[src/rtl/tmr_pkg.sv]
// Shared types and defaults for the N-modular-redundancy voter.
// FSM encoding, parameter defaults and a small popcount helper.
package tmr_pkg;

  typedef enum logic [1:0] {
    ST_NORMAL,
    ST_DEGRADED,
    ST_HOLD,
    ST_FATAL
  } vstate_t;

  localparam int W_DEF            = 97;
  localparam int CNT_W_DEF        = 8;
  localparam int FAULT_THRESH_DEF = 4;
  localparam int HOLD_MAX_DEF     = 8;

  function automatic logic [1:0] pop3(input logic [2:0] v);
    return {1'b0, v[0]} + {1'b0, v[1]} + {1'b0, v[2]};
  endfunction

endpackage

[src/rtl/nmr_fault_tracker.sv]
// Per-core dissent bookkeeping: total errors, consecutive run, failed flag.
// fail_nxt exposes the flag value the next edge will load.
module nmr_fault_tracker
  import tmr_pkg::*;
#(
  parameter int CNT_W        = CNT_W_DEF,
  parameter int FAULT_THRESH = FAULT_THRESH_DEF
) (
  input  logic             clk,
  input  logic             rst_n,
  input  logic             dissent,
  input  logic             agree,
  input  logic             clr,
  output logic [CNT_W-1:0] err_cnt,
  output logic             failed,
  output logic             fail_nxt
);

  localparam int CW = $clog2(FAULT_THRESH + 1);

  logic [CW-1:0] consec;
  logic          hit;

  assign hit = dissent && !failed &&
               (consec == CW'(FAULT_THRESH - 1));
  assign fail_nxt = !clr && (failed || hit);

  always_ff @(posedge clk or negedge rst_n) begin
    if (!rst_n) begin
      err_cnt <= '0;
      consec  <= '0;
      failed  <= 1'b0;
    end else begin
      if (dissent && (err_cnt != '1))
        err_cnt <= err_cnt + 1'b1;
      // clear wins over a threshold crossing on the same edge
      if (clr) begin
        consec <= '0;
        failed <= 1'b0;
      end else begin
        failed <= fail_nxt;
        if (dissent) begin
          if (consec != CW'(FAULT_THRESH))
            consec <= consec + 1'b1;
        end else if (agree && !failed) begin
          consec <= '0;
        end
      end
    end
  end

endmodule

[src/rtl/nmr_voter.sv]
// Triple-core majority voter with fault tracking and hold/fatal escalation.
// Output is registered; core_hold is combinational for same-cycle stalls.
module nmr_voter
  import tmr_pkg::*;
#(
  parameter int W            = W_DEF,
  parameter int CNT_W        = CNT_W_DEF,
  parameter int FAULT_THRESH = FAULT_THRESH_DEF,
  parameter int HOLD_MAX     = HOLD_MAX_DEF
) (
  input  logic             clk,
  input  logic             rst_in,
  input  logic             in_valid,
  input  logic [W-1:0]     bundle_a,
  input  logic [W-1:0]     bundle_b,
  input  logic [W-1:0]     bundle_c,
  input  logic             fail_clr,
  output logic [W-1:0]     out_bundle,
  output logic             out_valid,
  output logic [2:0]       voter_state,
  output logic             core_hold,
  output logic [2:0]       core_failed,
  output logic [CNT_W-1:0] err_cnt_a,
  output logic [CNT_W-1:0] err_cnt_b,
  output logic [CNT_W-1:0] err_cnt_c,
  output logic             fatal
);

  localparam int HW = $clog2(HOLD_MAX + 1);

  vstate_t       state, state_nxt;
  logic [HW-1:0] hold_cnt, hold_nxt;

  logic eq_ab, eq_bc, eq_ac;
  logic ab_u, bc_u, ac_u;
  logic sel_a, sel_b, have_sel;
  logic live, vote, clr, all_ok;
  logic dis_a, dis_b, dis_c;
  logic agr_a, agr_b, agr_c;
  logic [2:0] fail_nxt;
  logic [W-1:0] sel_bundle;
  vstate_t base_st;

  assign eq_ab = (bundle_a == bundle_b);
  assign eq_bc = (bundle_b == bundle_c);
  assign eq_ac = (bundle_a == bundle_c);

  assign ab_u = eq_ab && !core_failed[0] && !core_failed[1];
  assign bc_u = eq_bc && !core_failed[1] && !core_failed[2];
  assign ac_u = eq_ac && !core_failed[0] && !core_failed[2];

  assign sel_a      = ab_u || ac_u;
  assign sel_b      = !sel_a && bc_u;
  assign have_sel   = sel_a || sel_b;
  assign sel_bundle = sel_a ? bundle_a : bundle_b;

  assign live   = (state != ST_FATAL);
  assign vote   = in_valid && live;
  assign clr    = fail_clr && live;
  assign all_ok = (core_failed == 3'b000);

  // a lone agreeing pair charges the odd core out
  assign dis_a = vote && all_ok && eq_bc && !eq_ab && !eq_ac;
  assign dis_b = vote && all_ok && eq_ac && !eq_ab && !eq_bc;
  assign dis_c = vote && all_ok && eq_ab && !eq_bc && !eq_ac;

  assign agr_a = vote && (sel_a || (sel_b && eq_ab));
  assign agr_b = vote && (sel_b || (sel_a && eq_ab));
  assign agr_c = vote && ((sel_a && eq_ac) || (sel_b && eq_bc));

  nmr_fault_tracker #(
    .CNT_W        (CNT_W),
    .FAULT_THRESH (FAULT_THRESH)
  ) u_trk_a (
    .clk      (clk),
    .rst_n    (rst_in),
    .dissent  (dis_a),
    .agree    (agr_a),
    .clr      (clr),
    .err_cnt  (err_cnt_a),
    .failed   (core_failed[0]),
    .fail_nxt (fail_nxt[0])
  );

  nmr_fault_tracker #(
    .CNT_W        (CNT_W),
    .FAULT_THRESH (FAULT_THRESH)
  ) u_trk_b (
    .clk      (clk),
    .rst_n    (rst_in),
    .dissent  (dis_b),
    .agree    (agr_b),
    .clr      (clr),
    .err_cnt  (err_cnt_b),
    .failed   (core_failed[1]),
    .fail_nxt (fail_nxt[1])
  );

  nmr_fault_tracker #(
    .CNT_W        (CNT_W),
    .FAULT_THRESH (FAULT_THRESH)
  ) u_trk_c (
    .clk      (clk),
    .rst_n    (rst_in),
    .dissent  (dis_c),
    .agree    (agr_c),
    .clr      (clr),
    .err_cnt  (err_cnt_c),
    .failed   (core_failed[2]),
    .fail_nxt (fail_nxt[2])
  );

  always_comb begin
    state_nxt = state;
    hold_nxt  = hold_cnt;
    base_st   = (pop3(fail_nxt) == 2'd0) ? ST_NORMAL : ST_DEGRADED;
    if (state != ST_FATAL) begin
      if (pop3(fail_nxt) >= 2'd2) begin
        state_nxt = ST_FATAL;
      end else if (clr) begin
        state_nxt = ST_NORMAL;
        hold_nxt  = '0;
      end else if (state == ST_HOLD) begin
        if (in_valid) begin
          if (have_sel) begin
            state_nxt = base_st;
            hold_nxt  = '0;
          end else begin
            hold_nxt = hold_cnt + 1'b1;
            if (({1'b0, hold_cnt} + 1'b1) >= (HW + 1)'(HOLD_MAX))
              state_nxt = ST_FATAL;
          end
        end
      end else if (in_valid && !have_sel) begin
        state_nxt = ST_HOLD;
      end else begin
        state_nxt = base_st;
      end
    end
  end

  always_ff @(posedge clk or negedge rst_in) begin
    if (!rst_in) begin
      state       <= ST_NORMAL;
      hold_cnt    <= '0;
      out_bundle  <= '0;
      out_valid   <= 1'b0;
      voter_state <= 3'b000;
    end else begin
      state     <= state_nxt;
      hold_cnt  <= hold_nxt;
      out_valid <= vote && have_sel;
      if (vote && have_sel)
        out_bundle <= sel_bundle;
      if (in_valid)
        voter_state <= {eq_ab, eq_bc, eq_ac};
    end
  end

  assign fatal = (state == ST_FATAL);

  // gated by reset so the stall request drops with rst_in, not a clock
  assign core_hold = rst_in &&
                     ((state == ST_HOLD) || (state == ST_FATAL) ||
                      (in_valid && !have_sel));

endmodule
[config.mk]
export PLATFORM = sky130hd
export DESIGN_NAME = nmr_voter
export DESIGN_NICKNAME = d
export VERILOG_FILES = /design/src/rtl/tmr_pkg.sv /design/src/rtl/nmr_fault_tracker.sv /design/src/rtl/nmr_voter.sv
export SDC_FILE = /design/constraint.sdc
export NUM_CORES = 1
export LEC_CHECK = 0
export CAP_MARGIN = 20
export CORE_AREA = 2 2 163 165
export DETAILED_ROUTE_END_ITERATION = 7
export DIE_AREA = 0 0 165 167
export GPL_TIMING_DRIVEN = 0
export HOLD_SLACK_MARGIN = 0.06
export PLACE_DENSITY = 0.85
export SYNTH_ARGS = -nofsm -noshare
export SYNTH_HDL_FRONTEND = slang
export SYNTH_SLANG_ARGS = --single-unit
[constraint.sdc]
create_clock -name clk -period 4.9 [get_ports clk]
set_clock_uncertainty 0.1 [all_clocks]
set_input_delay 1.47 -clock clk [delete_from_list [all_inputs] [get_ports clk]]
set_output_delay 1.47 -clock clk [all_outputs]
set_load 0.03 [all_outputs]
==> results.md <==
- Die W: ~170 µm
- Hold WS: about 400 ps
- CTS Hold Bufs: 0
- Detail Placement HPWL: about 43000 µm
- Slew @ Worst Pin: between 1000 and 1500 ps
- Crit path buffers/inverters: 2
- HP Class: reg -> reg
- Crit path DAT: around 3700 ps
- CP Max Fanout: 3
- Critical Path RT: about 3300 ps
- FP Rows: 59
- Synth Register Bits: 143
- Leakage power: between 8 and 9 nW
- Crit path max-delay cell type: or4_4
- Fin worst setup slack: -362 ps
- Initial Util: just under 40%
- Asr flop ratio synth: 100%
- P per Cell Area: 214 nW/µm²
- Routability Congestion: roughly 1.0
- Primary FF master, synth: dfrtp_1
- Final #Nets: ~1800
- Clock transition at path regs: roughly 70 ps
- DRC: 0
- I/O pins: 425
- Simple-gate share of the synthesized area: between 10% and 20%
- Die Ht: between 150 and 200 µm
- Mean Syn Cell Area: roughly 9.6 µm²
- Post-synthesis mux area share: between 10 and 15%
- R2R depth: 11
- Clock Path Buffers: 2
- Worst VDD drop: approximately 200 µV
- Synth Warn #: 0
- Final min period: around 5300 ps
- Area Overhead vs Synth: 60.9%
- Die Area: 27600 µm²
- Root Buffer: clkbuf_16
- Hold Vio Cnt, Final: 0
- Slew Limit Fails: 0
- Synth Area in XOR/XNOR: a little over a quarter
- GRT Total Usage: around 38%
- DR vias: 10900
- Startpoint Class: input pin
- Avg WL per Cell: between 20 and 30 µm
- Pin count of the biggest net entering global routing: 89
- CTS H-tree lvls: 4
- CTS tree: yes
- Commonest non-fill, non-tap cell in the layout: xor2_1
- Crit path largest cell delay: approximately 540 ps
- Cells along the critical path: clkdlybuf4s15_1 > xnor2_2 > nand4_1 > nor4_2 > nand3_2 > or4_4 > nand3_4 > nor2_1 > o21a_1 > buf_6
- Fmax: 190 MHz
- Routed WL: 53400 µm
- WP depth: 10
- Worst setup EP type: output pin
- First-pass GRT wire length: 73700 µm
- CTS Sinks: around 140
- Antenna violations before repair: 17
- IO buf count: around 420
- Max cap viols: 0
- Layout cells sized above 1: 22.7%
- Core area: 25800 µm²
- Failing checks: negative setup slack
- Post-Syn Area: just over 10000 µm²
- Final setup viols: 3
- Crit share post-route: 107%
- RSZ-0062 raised after global routing: true
- Synth Net Count: approximately 1400
- Vias in the first global route: between 10000 and 15000
- Sequential area share after synthesis: around a third
- Cells after DPL: 1822
- Most frequent cells in the layout: 169 x xor2_1, 143 x dfrtp_1, 132 x clkdlybuf4s50_1
- Synth unique cells: 52
- Compound-Gate Fraction of Synth Area: ~7.6%
- First drt pass iteration count: 5
- 1st-iter DRT viols: around 1000
- Hold path depth: 1
- Slew HR: roughly 22%
- CTS Buf Count: 17
- Total gr overflow: 0
- Post-synth EDFFs: 0
- Outcome: complete, but fails checks
- DRT antenna net count: 0
- Delay-heaviest family, CP: simple AND/OR/NAND/NOR gates
- Vias/cell: about 5.8
- Main combinational cell family by area after synthesis: XOR/XNOR gates
- Adder-cell share of the synthesized area: between 1.5 and 2%
- Skew-Pair Late Insertion Delay: 430 ps
- Final Non-Filler Cells: about 1900
- WS Path Type: in -> out
- Post-Synthesis Cells: roughly 1100
-- cell families (layout without fill, tap and decap cells) --
| kind of cell | count (synthesis) | after routing |
|---|---|---|
| xor+xnor | 312 | 312 |
| simple gates | 293 | 293 |
| flops | 143 | 143 |
| compound gates | 134 | 134 |
| mux | 111 | 111 |
| buf+inv | 55 | 527 |
| fa+ha+maj | 15 | 15 |
| other cells | 0 | 18 |
-- stage by stage --
step | TNS [ps] | power (W) | utilization [%] | setup slack, ps | cell area (µm²)
2_1_floorplan | 0 | 0.00147 | - | 24.8 | 10200
3_3_place_gp | -630800 | 0.00197 | 57.5 | -4860 | 14800
3_5_place_dp | -78560 | 0.00198 | 57.6 | -1890 | 14800
4_1_cts | -1230 | 0.00345 | 62.0 | -319 | 16000
5_1_grt | -751 | 0.00356 | 63.4 | -435 | 16300
6_report | -396 | 0.00350 | 63.4 | -362 | 16300
-- synth_stat cells (4+ instances only) --
master / number / area share, %
ha_1: 14 / 1.7
a21oi_1: 106 / 5.2
clkbuf_1: 9 / 0.33
buf_2: 21 / 1.0
nor2_1: 115 / 4.3
dfrtp_1: 143 / 35
inv_1: 13 / 0.48
nor3_1: 8 / 0.39
nor4_1: 52 / 3.2
nand3_1: 18 / 0.89
xor2_1: 193 / 17
o21ai_0: 4 / 0.20
nand4_1: 47 / 2.9
and3_1: 8 / 0.49
buf_4: 10 / 0.74
mux2i_1: 103 / 10
nand2_1: 23 / 0.85
mux2_2: 8 / 0.89
and2_1: 6 / 0.37
xnor2_1: 119 / 10
-- routing by layer --
| layer | part of all wire, % | up-vias | GRT usage (%) |
|---|---|---|---|
| li1 | - | 4645 | - |
| met1 | 39 | 5323 | 47.6 |
| met2 | 46 | 733 | 58.2 |
| met3 | 9.9 | 175 | 10.3 |
| met4 | 5.1 | 4 | 20.5 |
| met5 | 0.062 | - | 0 |
-- area by class of cell --
type / instances / area [µm²]
antenna: 18 / 45.0
tap: 335 / 419
clock buffer: 18 / 439
clock inverter: 13 / 201
buffer: 39 / 214
multi-input combinational: 865 / 7400
sequential: 143 / 3580
timing repair buffer: 444 / 3990
fill: 2132 / 9430
inverter: 13 / 48.8
-- power by group --
part / leakage, nW / switching, W / total [W] / internal (W)
combinational: 5.81 / 0.000480 / 0.000819 / 0.000340
clock: 0.308 / 0.000601 / 0.00148 / 0.000879
sequential: 1.99 / 0.00000927 / 0.00120 / 0.00119
total: 8.11 / 0.00109 / 0.00350 / 0.00241
-- final timing paths --
check / slack (ps) / endpoint / start
worst min register to register: 400 / u_trk_a.err_cnt[4]$_DFFE_PN0P_ / u_trk_a.err_cnt[4]$_DFFE_PN0P_
worst min-delay path: 400 / u_trk_a.err_cnt[4]$_DFFE_PN0P_ / u_trk_a.err_cnt[4]$_DFFE_PN0P_
worst max register to register: 1170 / state[0]$_DFFE_PN0P_ / state[1]$_DFFE_PN0P_
max in group asynchronous: 2860 / hold_cnt[0]$_DFFE_PN0P_ / rst_in
min in group asynchronous: 900 / out_bundle[31]$_DFFE_PN0P_ / rst_in
worst max-delay path: -360 / core_hold / bundle_b[89]
-- registers in the layout, indices dropped and copies added, names as in the netlist, 2 cells and up --
name / flops
out_bundle: 97
u_trk_a.err_cnt: 8
u_trk_b.err_cnt: 8
u_trk_c.err_cnt: 8
hold_cnt: 4
u_trk_a.consec: 3
u_trk_b.consec: 3
u_trk_c.consec: 3
voter_state: 3
state: 2
-- repair_timing --
item / in CTS / in global routing
gates resized for setup: 510 / 268
pin swaps: 133 / 117
gates cloned: 0 / 0
endpoints found under the setup margin: 108 / 11
setup buffers: 9 / 11
No activity file was read; power rests on OpenSTA's default activity.
